<file path="config.mk">
export PLATFORM = sky130hd
export DESIGN_NAME = conv_sequencer
export DESIGN_NICKNAME = d
export VERILOG_FILES = /design/src/rtl/conv_sequencer.sv
export SDC_FILE = /design/constraint.sdc
export NUM_CORES = 1
export LEC_CHECK = 0
export CAP_MARGIN = 40
export CORE_MARGIN = 2
export CORE_UTILIZATION = 54
export CTS_BUF_LIST = sky130_fd_sc_hd__clkbuf_16
export CTS_CLUSTER_SIZE = 10
export DETAILED_ROUTE_END_ITERATION = 8
export PLACE_DENSITY_LB_ADDON = 0.08
export SETUP_SLACK_MARGIN = 0.5
export SKIP_LAST_GASP = 1
export SYNTH_ARGS = -nofsm -noshare
export SYNTH_HDL_FRONTEND = slang
export SYNTH_SLANG_ARGS = --single-unit
</file>
<file path="constraint.sdc">
create_clock -name clk -period 5.5 [get_ports clk]
set_input_delay 0.55 -clock clk [delete_from_list [all_inputs] [get_ports clk]]
set_output_delay 0.55 -clock clk [all_outputs]
set_load 0.02 [all_outputs]
</file>
<file path="src/rtl/conv_sequencer.sv">
// conv_sequencer: sequences the 1-D convolution z[i] = sum_j x[j]*y[i-j].
// It issues X/Y read addresses to synchronous-read memories, accumulates
// the returned products and writes one Z sample per output index.
// Ports:
//   clk, rst               clock, asynchronous active-high reset
//   start_in               launch request (only looked at in IDLE)
//   size_x_in, size_y_in   vector lengths, latched on an accepted start
//   x_data_in, y_data_in   memory read data, one cycle after the address
//   x_addr_out, y_addr_out X/Y read addresses
//   z_addr_out, z_data_out Z write address/data, z_we_out write strobe
//   busy_out, done_out     status back to the register interface
module conv_sequencer #(
  parameter int unsigned DATA_WIDTH = 8,
  parameter int unsigned ADDR_WIDTH = 5
) (
  input  logic                                 clk,
  input  logic                                 rst,
  input  logic                                 start_in,
  input  logic [ADDR_WIDTH-1:0]                size_x_in,
  input  logic [ADDR_WIDTH-1:0]                size_y_in,
  input  logic [DATA_WIDTH-1:0]                x_data_in,
  input  logic [DATA_WIDTH-1:0]                y_data_in,
  output logic [ADDR_WIDTH-1:0]                x_addr_out,
  output logic [ADDR_WIDTH-1:0]                y_addr_out,
  output logic [ADDR_WIDTH:0]                  z_addr_out,
  output logic [2*DATA_WIDTH+ADDR_WIDTH-1:0]   z_data_out,
  output logic                                 z_we_out,
  output logic                                 busy_out,
  output logic                                 done_out
);

  localparam int unsigned Z_WIDTH     = 2 * DATA_WIDTH + ADDR_WIDTH;
  localparam int unsigned ZADDR_WIDTH = ADDR_WIDTH + 1;
  localparam int unsigned PROD_WIDTH  = 2 * DATA_WIDTH;

  typedef enum logic [2:0] {
    IDLE  = 3'd0,
    SETUP = 3'd1,
    FETCH = 3'd2,
    ACC   = 3'd3,
    WRITE = 3'd4,
    DONE  = 3'd5
  } state_t;

  state_t                   state_q, state_d;
  logic [ADDR_WIDTH-1:0]    sx_q, sx_d, sy_q, sy_d;
  logic [ZADDR_WIDTH-1:0]   i_q, i_d;
  logic [ADDR_WIDTH-1:0]    j_q, j_d, jmax_q, jmax_d;
  logic [Z_WIDTH-1:0]       acc_q, acc_d;
  logic [ADDR_WIDTH-1:0]    x_addr_d, y_addr_d;
  logic [ZADDR_WIDTH-1:0]   z_addr_d;
  logic [Z_WIDTH-1:0]       z_data_d;
  logic                     z_we_d, busy_d, done_d;

  // Index window helpers, all in the wider output-index domain
  logic [ZADDR_WIDTH-1:0]   sx_m1, sy_m1, last_i, jmin_w, jmax_w, j_inc_w;
  logic [ADDR_WIDTH-1:0]    j_inc;
  logic [PROD_WIDTH-1:0]    prod;
  logic [Z_WIDTH-1:0]       acc_sum;

  always_comb begin
    sx_m1   = ZADDR_WIDTH'(sx_q) - ZADDR_WIDTH'(1);
    sy_m1   = ZADDR_WIDTH'(sy_q) - ZADDR_WIDTH'(1);
    last_i  = ZADDR_WIDTH'(sx_q) + ZADDR_WIDTH'(sy_q) - ZADDR_WIDTH'(2);
    jmin_w  = (i_q >= sy_m1) ? (i_q - sy_m1) : '0;
    jmax_w  = (i_q < sx_m1) ? i_q : sx_m1;
    j_inc   = j_q + ADDR_WIDTH'(1);
    j_inc_w = ZADDR_WIDTH'(j_inc);
    prod    = PROD_WIDTH'(x_data_in) * PROD_WIDTH'(y_data_in);
    acc_sum = acc_q + Z_WIDTH'(prod);
  end

  // State and datapath registers
  always_ff @(posedge clk or posedge rst) begin
    if (rst) begin
      state_q    <= IDLE;
      sx_q       <= '0;
      sy_q       <= '0;
      i_q        <= '0;
      j_q        <= '0;
      jmax_q     <= '0;
      acc_q      <= '0;
      x_addr_out <= '0;
      y_addr_out <= '0;
      z_addr_out <= '0;
      z_data_out <= '0;
      z_we_out   <= 1'b0;
      busy_out   <= 1'b0;
      done_out   <= 1'b0;
    end else begin
      state_q    <= state_d;
      sx_q       <= sx_d;
      sy_q       <= sy_d;
      i_q        <= i_d;
      j_q        <= j_d;
      jmax_q     <= jmax_d;
      acc_q      <= acc_d;
      x_addr_out <= x_addr_d;
      y_addr_out <= y_addr_d;
      z_addr_out <= z_addr_d;
      z_data_out <= z_data_d;
      z_we_out   <= z_we_d;
      busy_out   <= busy_d;
      done_out   <= done_d;
    end
  end

  // Next state; outputs are computed for the state being entered so the
  // registered values line up with that state's cycle
  always_comb begin
    state_d  = state_q;
    sx_d     = sx_q;
    sy_d     = sy_q;
    i_d      = i_q;
    j_d      = j_q;
    jmax_d   = jmax_q;
    acc_d    = acc_q;
    x_addr_d = x_addr_out;
    y_addr_d = y_addr_out;
    z_addr_d = z_addr_out;
    z_data_d = z_data_out;
    z_we_d   = 1'b0;
    done_d   = 1'b0;

    unique case (state_q)
      IDLE: begin
        x_addr_d = '0;
        y_addr_d = '0;
        if (start_in) begin
          if ((size_x_in != '0) && (size_y_in != '0)) begin
            state_d = SETUP;
            sx_d    = size_x_in;
            sy_d    = size_y_in;
            i_d     = '0;
          end else begin
            state_d = DONE;
            done_d  = 1'b1;
          end
        end
      end
      SETUP: begin
        j_d      = ADDR_WIDTH'(jmin_w);
        jmax_d   = ADDR_WIDTH'(jmax_w);
        acc_d    = '0;
        x_addr_d = ADDR_WIDTH'(jmin_w);
        y_addr_d = ADDR_WIDTH'(i_q - jmin_w);
        state_d  = FETCH;
      end
      FETCH: begin
        state_d = ACC;
      end
      ACC: begin
        // Memory data here belongs to the address presented during FETCH
        acc_d = acc_sum;
        if (j_q == jmax_q) begin
          state_d  = WRITE;
          z_we_d   = 1'b1;
          z_addr_d = i_q;
          z_data_d = acc_sum;
        end else begin
          j_d      = j_inc;
          x_addr_d = j_inc;
          y_addr_d = ADDR_WIDTH'(i_q - j_inc_w);
          state_d  = FETCH;
        end
      end
      WRITE: begin
        if (i_q == last_i) begin
          state_d  = DONE;
          done_d   = 1'b1;
          x_addr_d = '0;
          y_addr_d = '0;
        end else begin
          i_d     = i_q + ZADDR_WIDTH'(1);
          state_d = SETUP;
        end
      end
      DONE: begin
        state_d  = IDLE;
        x_addr_d = '0;
        y_addr_d = '0;
      end
      default: begin
        state_d = IDLE;
      end
    endcase

    busy_d = (state_d != IDLE);
  end

endmodule

</file>
==> impl_summary.txt <==
----------------------------------------------------
[Global routing]
  Via count of the first global-routing pass ... 6014
  Overflow left after global routing ... 0
  First-pass GRT wire length ... roughly 29 mm
  Antenna violations before repair ... 0
  Largest net degree at the start of global routing ... 47
  Combined global-route utilization of all metal layers ... 24.6%

[CTS]
  TritonCTS clock tree ... done
  Clock transition at the registers of the reported paths ... 0.07 ns
  Maximum buffer depth of the clock tree ... 2
  Number of hold-repair buffers added at the cts stage ... 0
  Clock root buffer ... sky130_fd_sc_hd__clkbuf_16
  CTS buffer count ... 9
  Deepest level of the CTS H-tree ... 3
  Post-CTS Setup Inserts ... 0
  Later-pin clock latency in the skew report ... approximately 0.35 ns
  Number of clock sinks seen by CTS ... 90

[Run]
  Max Cap Viol ... 0

[Floorplan]
  Number of standard-cell rows in the floorplan ... 42
  I/O pins ... 69
  Total core area ... 13300 µm²
  Starting density of the core ... 55.9%
  Die width ... 122 µm
  Die Outline Area ... 14800 µm²
  Die height ... 122 µm

[Logic synthesis]
  Syn Std Cell Area ... around 7500 µm²
  Flip-flop and latch count after synthesis ... 90
  Net Count, Synth ... 915
  Leading post-synthesis cells by instance count ... sky130_fd_sc_hd__inv_1, sky130_fd_sc_hd__dfrtp_1, sky130_fd_sc_hd__nand2_1
  Yosys synthesis warning count ... 0
  Number of synthesized flops with an enable pin ... 0
  Async set-reset flop share out of synthesis ... 100%
  Area fraction of the dominant cell type after synthesis ... 30.2%
  Largest cells by area after synthesis ... sky130_fd_sc_hd__dfrtp_1, sky130_fd_sc_hd__fa_1, sky130_fd_sc_hd__ha_1
  Number of unique standard cell types used by synthesis ... 60
  Area leader, netlist ... sky130_fd_sc_hd__dfrtp_1
  Proportion of synthesized chip area in sequential cells ... 30.2%
  Gate count after technology mapping ... 764
  Most used DFF post-synth ... sky130_fd_sc_hd__dfrtp_1
  Average instance area after synthesis ... 9.76 µm²
  Cell with the most instances after synthesis ... sky130_fd_sc_hd__inv_1

[STA]
  Timing-limited maximum frequency ... 0.207 GHz
  Share of the cycle needed by the critical path after routing ... 87.8%
  Setup TNS ... 0 ns
  Slew Viols, Final ... 0
  Hold violation count in the final report ... 0
  Clock skew ... 0.00764 ns
  Minimum clock period ... 4.83 ns
  Worst path setup slack after routing ... 0.673 ns
  Final setup fails ... 0
  Transition time of the tightest slew-check pin ... around 0.83 ns
  Unrepaired setup endpoints after global routing ... yes
  Rel. slew slack ... between 40% and 50%

[Setup path]
  Maximum fanout count along the critical path ... 8
  Capturing element type of the critical path ... flop
  Worst reg2reg startpoint ... acc_q[4]
  Critical path data required time ... 5.77 ns
  End of the worst register-to-register path ... acc_q[17]
  Worst reg-to-reg path cell count ... 15
  Critical path startpoint category ... primary input
  Crit path DAT ... roughly 5.1 ns
  Category of the most critical setup path ... in -> reg
  Setup crit start ... y_data_in[2]
  Setup slack of the worst register-to-register path ... 1.06 ns

[Final layout]
  Antenna Diode Count ... 0
  Area occupied by registers ... 2250 µm²
  Share of cells above drive strength 1 ... between 9 and 10%
  Final-layout fill cell count ... 1132
  Fin util ... 65.0%
  Area Overhead vs Synth ... 16.4%
  Total area of multi-input combinational cells ... 4650 µm²
  Nets@finish ... 981

[Route]
  Pre-antenna DRT Iters ... 4
  Avg Vias per Cell ... 5.46
  Highest metal used ... met4
  Metal2 WL ... 8.67 mm
  DR iter-0 viols ... 224
  WL met1 ... 7.25 mm
  Detail-routed net length per standard cell ... 16.6 µm
  Met3 layer wire length in the routed design ... around 400 µm
  Number of nets still failing antenna checks after routing ... 0
  Wire length after detailed routing ... between 15 and 20 mm
  Vias ... 5523
  Number of design rule violations left after detail routing ... 0

[Place]
  Weighted congestion at the end of routability-driven global placement ... 0.939
  Placement Setup Slack ... 0.0299 ns
  Port bufs ... 68
  Placed wire-length estimate after detailed placement ... 13.3 mm

[Min path]
  Endpoint of the worst hold-timing path ... x_addr_out[2]
  Worst Hold Depth ... 1
  Hold Path Origin ... x_addr_out[2]
  Kind of path behind the tightest hold check ... reg -> reg

[Run status]
  Outcome ... finished, final reports clean

----------------------------------------------------
## placed cells by master (no fill, tap or decap), types with 16 or more instances in the layout
cell                                n
sky130_fd_sc_hd__fa_1              53
sky130_fd_sc_hd__ha_1              68
sky130_fd_sc_hd__xnor2_1           35
sky130_fd_sc_hd__nor2_1            22
sky130_fd_sc_hd__o21ai_0           22
sky130_fd_sc_hd__a21oi_1           25
sky130_fd_sc_hd__inv_1            129
sky130_fd_sc_hd__dfrtp_1           90
sky130_fd_sc_hd__clkdlybuf4s50_1   56
sky130_fd_sc_hd__a22o_1            16
sky130_fd_sc_hd__nand2_1           76
sky130_fd_sc_hd__and2_1            35
sky130_fd_sc_hd__mux2_2            38
## stage by stage
step	cells	hold WS (ns)	cell area (µm²)
final	1011	0.488	8680
after global routing	1011	0.514	8680
after CTS	1011	0.492	8630
after detailed placement	995	0.476	8320
after global placement	995	0.466	8320
after floorplan	764	0.450	7460
## state kept, by name, summed over array words and instances, names as in the netlist, 3 cells and up
signal,flops
x_addr_out,5
state_q,3
z_data_out,21
j_q,5
i_q,6
sy_q,5
sx_q,5
jmax_q,5
y_addr_out,5
acc_q,21
z_addr_out,6
## repair_timing
action,4_1_cts,5_1_grt
endpoints found under the setup margin,4,19
gates resized for setup,2,17
pin swaps,1,1
cloned,0,0
## routing by layer
layer / GRT usage [%] / vias to the layer above
met5: 0 / -
met4: 10.2 / 0
met3: 3.46 / 38
met2: 42.9 / 96
met1: 30.9 / 2714
li1: - / 2675
## area by class of cell
class	count	area share, %
tap	176	2.54
multi-input combinational	523	53.5
timing repair buffer	76	8.88
inverter	130	5.63
clock inverter	7	0.894
clock buffer	9	2.59
sequential	90	25.9
## worst max-delay path, stage by stage
cell	delay (ns)
sky130_fd_sc_hd__clkdlybuf4s50_1	0.63
sky130_fd_sc_hd__nand2_1	0.12
sky130_fd_sc_hd__fa_1	0.50
sky130_fd_sc_hd__inv_1	0.05
sky130_fd_sc_hd__fa_1	0.48
sky130_fd_sc_hd__fa_1	0.56
sky130_fd_sc_hd__inv_1	0.06
sky130_fd_sc_hd__fa_1	0.53
sky130_fd_sc_hd__inv_1	0.04
sky130_fd_sc_hd__ha_2	0.39
sky130_fd_sc_hd__nand2_1	0.07
sky130_fd_sc_hd__a211oi_1	0.29
sky130_fd_sc_hd__nor2_1	0.11
sky130_fd_sc_hd__a211o_1	0.31
sky130_fd_sc_hd__or3_1	0.32
sky130_fd_sc_hd__o21ai_0	0.08
## worst max path at each step
stage                      endpoint  slack, ns
after floorplan           acc_q[17]       0.90
after global placement    acc_q[17]       0.12
after detailed placement  acc_q[17]       0.03
after CTS                 acc_q[17]       0.49
after global routing      acc_q[19]       0.46
final                     acc_q[19]       0.67
## cell families after synthesis
logic type / count (synthesis) / share of synthesized area [%]
DFF: 90 / 30.2
AOI/OAI and AO/OA: 123 / 11.7
buffers and inverters: 151 / 7.95
and+or+nand+nor: 193 / 12.8
adders and majority gates: 122 / 25.8
muxes: 44 / 6.56
xor gates and xnor gates: 41 / 5.00
Power is left out: the tool's default activity adds up to more than one toggle a clock period on the data nets, which glitch-free logic cannot reach.
==> RTL change (config.mk and constraints unchanged) <==
Change the parameter `ADDR_WIDTH` from 5 to 4.
--- a/src/rtl/conv_sequencer.sv
+++ b/src/rtl/conv_sequencer.sv
@@ -11,7 +11,7 @@
 //   busy_out, done_out     status back to the register interface
 module conv_sequencer #(
   parameter int unsigned DATA_WIDTH = 8,
-  parameter int unsigned ADDR_WIDTH = 5
+  parameter int unsigned ADDR_WIDTH = 4
 ) (
   input  logic                                 clk,
   input  logic                                 rst,
Ports: changed (6 resized); port bits go from 69 to 63. No check against the original RTL was run, so the function may have changed too.
==> RTL change against the original RTL <==
  * Setup slack gained 9.5 ps
  * Routed wire length shrank 9.5%
  * Synthesized area shrank 11%
  * Sequential cell count shrank 10
  * Largest cell class unchanged
  * Critical path type unchanged
  * Sequential share of layout area shrank 0.40 points
  * Cell area shrank 9.7%
Power is left out: the tool's default activity adds up to more than one toggle a clock period on the data nets, which glitch-free logic cannot reach.
==> RTL change: results (changes against the original RTL) <==
outcome complete, no violations; worst-path fanout max 6 (-2); vias in the first global route 5439 (-9.6%); Synth Area in Adders 0.2810 (+0.02300); met3 wire len 482 um (+18%); max_slew headroom 0.4902 (+0.04226); aggregate global-route resource usage 0.2521 (+0.005729); dpl cells 909 (-8.6%); grt met1 use 0.3304 (+0.02163); largest net degree at the start of global routing 57 (+21%); CP endpoint acc_q[16]; vias per cell 5.506 (+0.79%); 1st-pass router iterations 5 (+1); Synthesized Nets 855 (-6.6%); multiplexer share of the synthesized area 0.009630 (-0.05595); worst setup path start y_data_in[1]; grt met3 use 0.03268 (-0.001961); most area-consuming cells after synthesis dfrtp_1 30%, fa_1 16%, ha_1 12%, inv_1 6.5%, nand2_1 5.8%; Largest stage delay, worst path 590 ps (-40 ps); Routed WL 15.20 mm (-9.5%); NumNets Final 917 (-6.5%); GP Congestion 0.9133 (-2.8%); Synth Area in Compound Gates 0.1320 (+0.01491); placed cell areas 0.007446 mm2 (-11%); HP Start z_data_out[10]; clk_skew 9.944 ps (+2.302 ps); R2R Setup Slk 1210 ps (+150 ps); XOR/XNOR Fraction of Synth Area 0.04192 (-0.008065); top cell type's share of synthesized area 0.3021 (about the same); met2 WL 7.633 mm (-12%); first-pass GRT wire length 26.12 mm (-9.1%); met1 WL 6.798 mm (-6.2%); Yosys cell types 62 (+3.3%); Cells after Synth 711 (-6.9%); hold path depth 2 (+1); Buffers on Ports 62 (-8.8%); register area share after synthesis 0.3021 (about the same); Fillers 996 (-12%); Largest regs acc_q x20, z_data_out x20; FF-to-FF End acc_q[16]; initial DRC count 311 (+39%); list of most frequent post-synthesis cells 114 x inv_1, 103 x nand2_1, 80 x dfrtp_1
[RTL change: final cells by class]
type | instances | area [um2] | share of cell area
clock buffer | 9 | 225.2 | 0.02874
inverter | 115 | 432.9 | 0.05524
sequential | 80 | 2002 | 0.2554
tap | 147 | 183.9 | 0.02347
clock inverter | 7 | 96.34 | 0.01229
multi-input combinational | 496 | 4154 | 0.5300
timing repair buffer | 71 | 743.2 | 0.09483
[RTL change: metrics by stage]
stage          hold slack (ps)  worst slack, ps
6_report                 476.7            682.5
5_1_grt                  510.1            486.6
4_1_cts                  484.0            503.8
3_5_place_dp             467.3            138.3
3_3_place_gp             461.6            220.7
2_1_floorplan            445.3            870.1
[RTL change: logic make-up after synthesis]
family	after synthesis
compound gates	130
buf+inv	135
fa+ha+maj	117
simple gates	213
mux	6
xor+xnor	30
flops	80
[RTL change: what timing repair did]
action,in CTS,in global routing
endpoints found under the hold margin,0,0
pin swaps,0,0
resized for setup,4,19
endpoints found under the setup margin,6,14
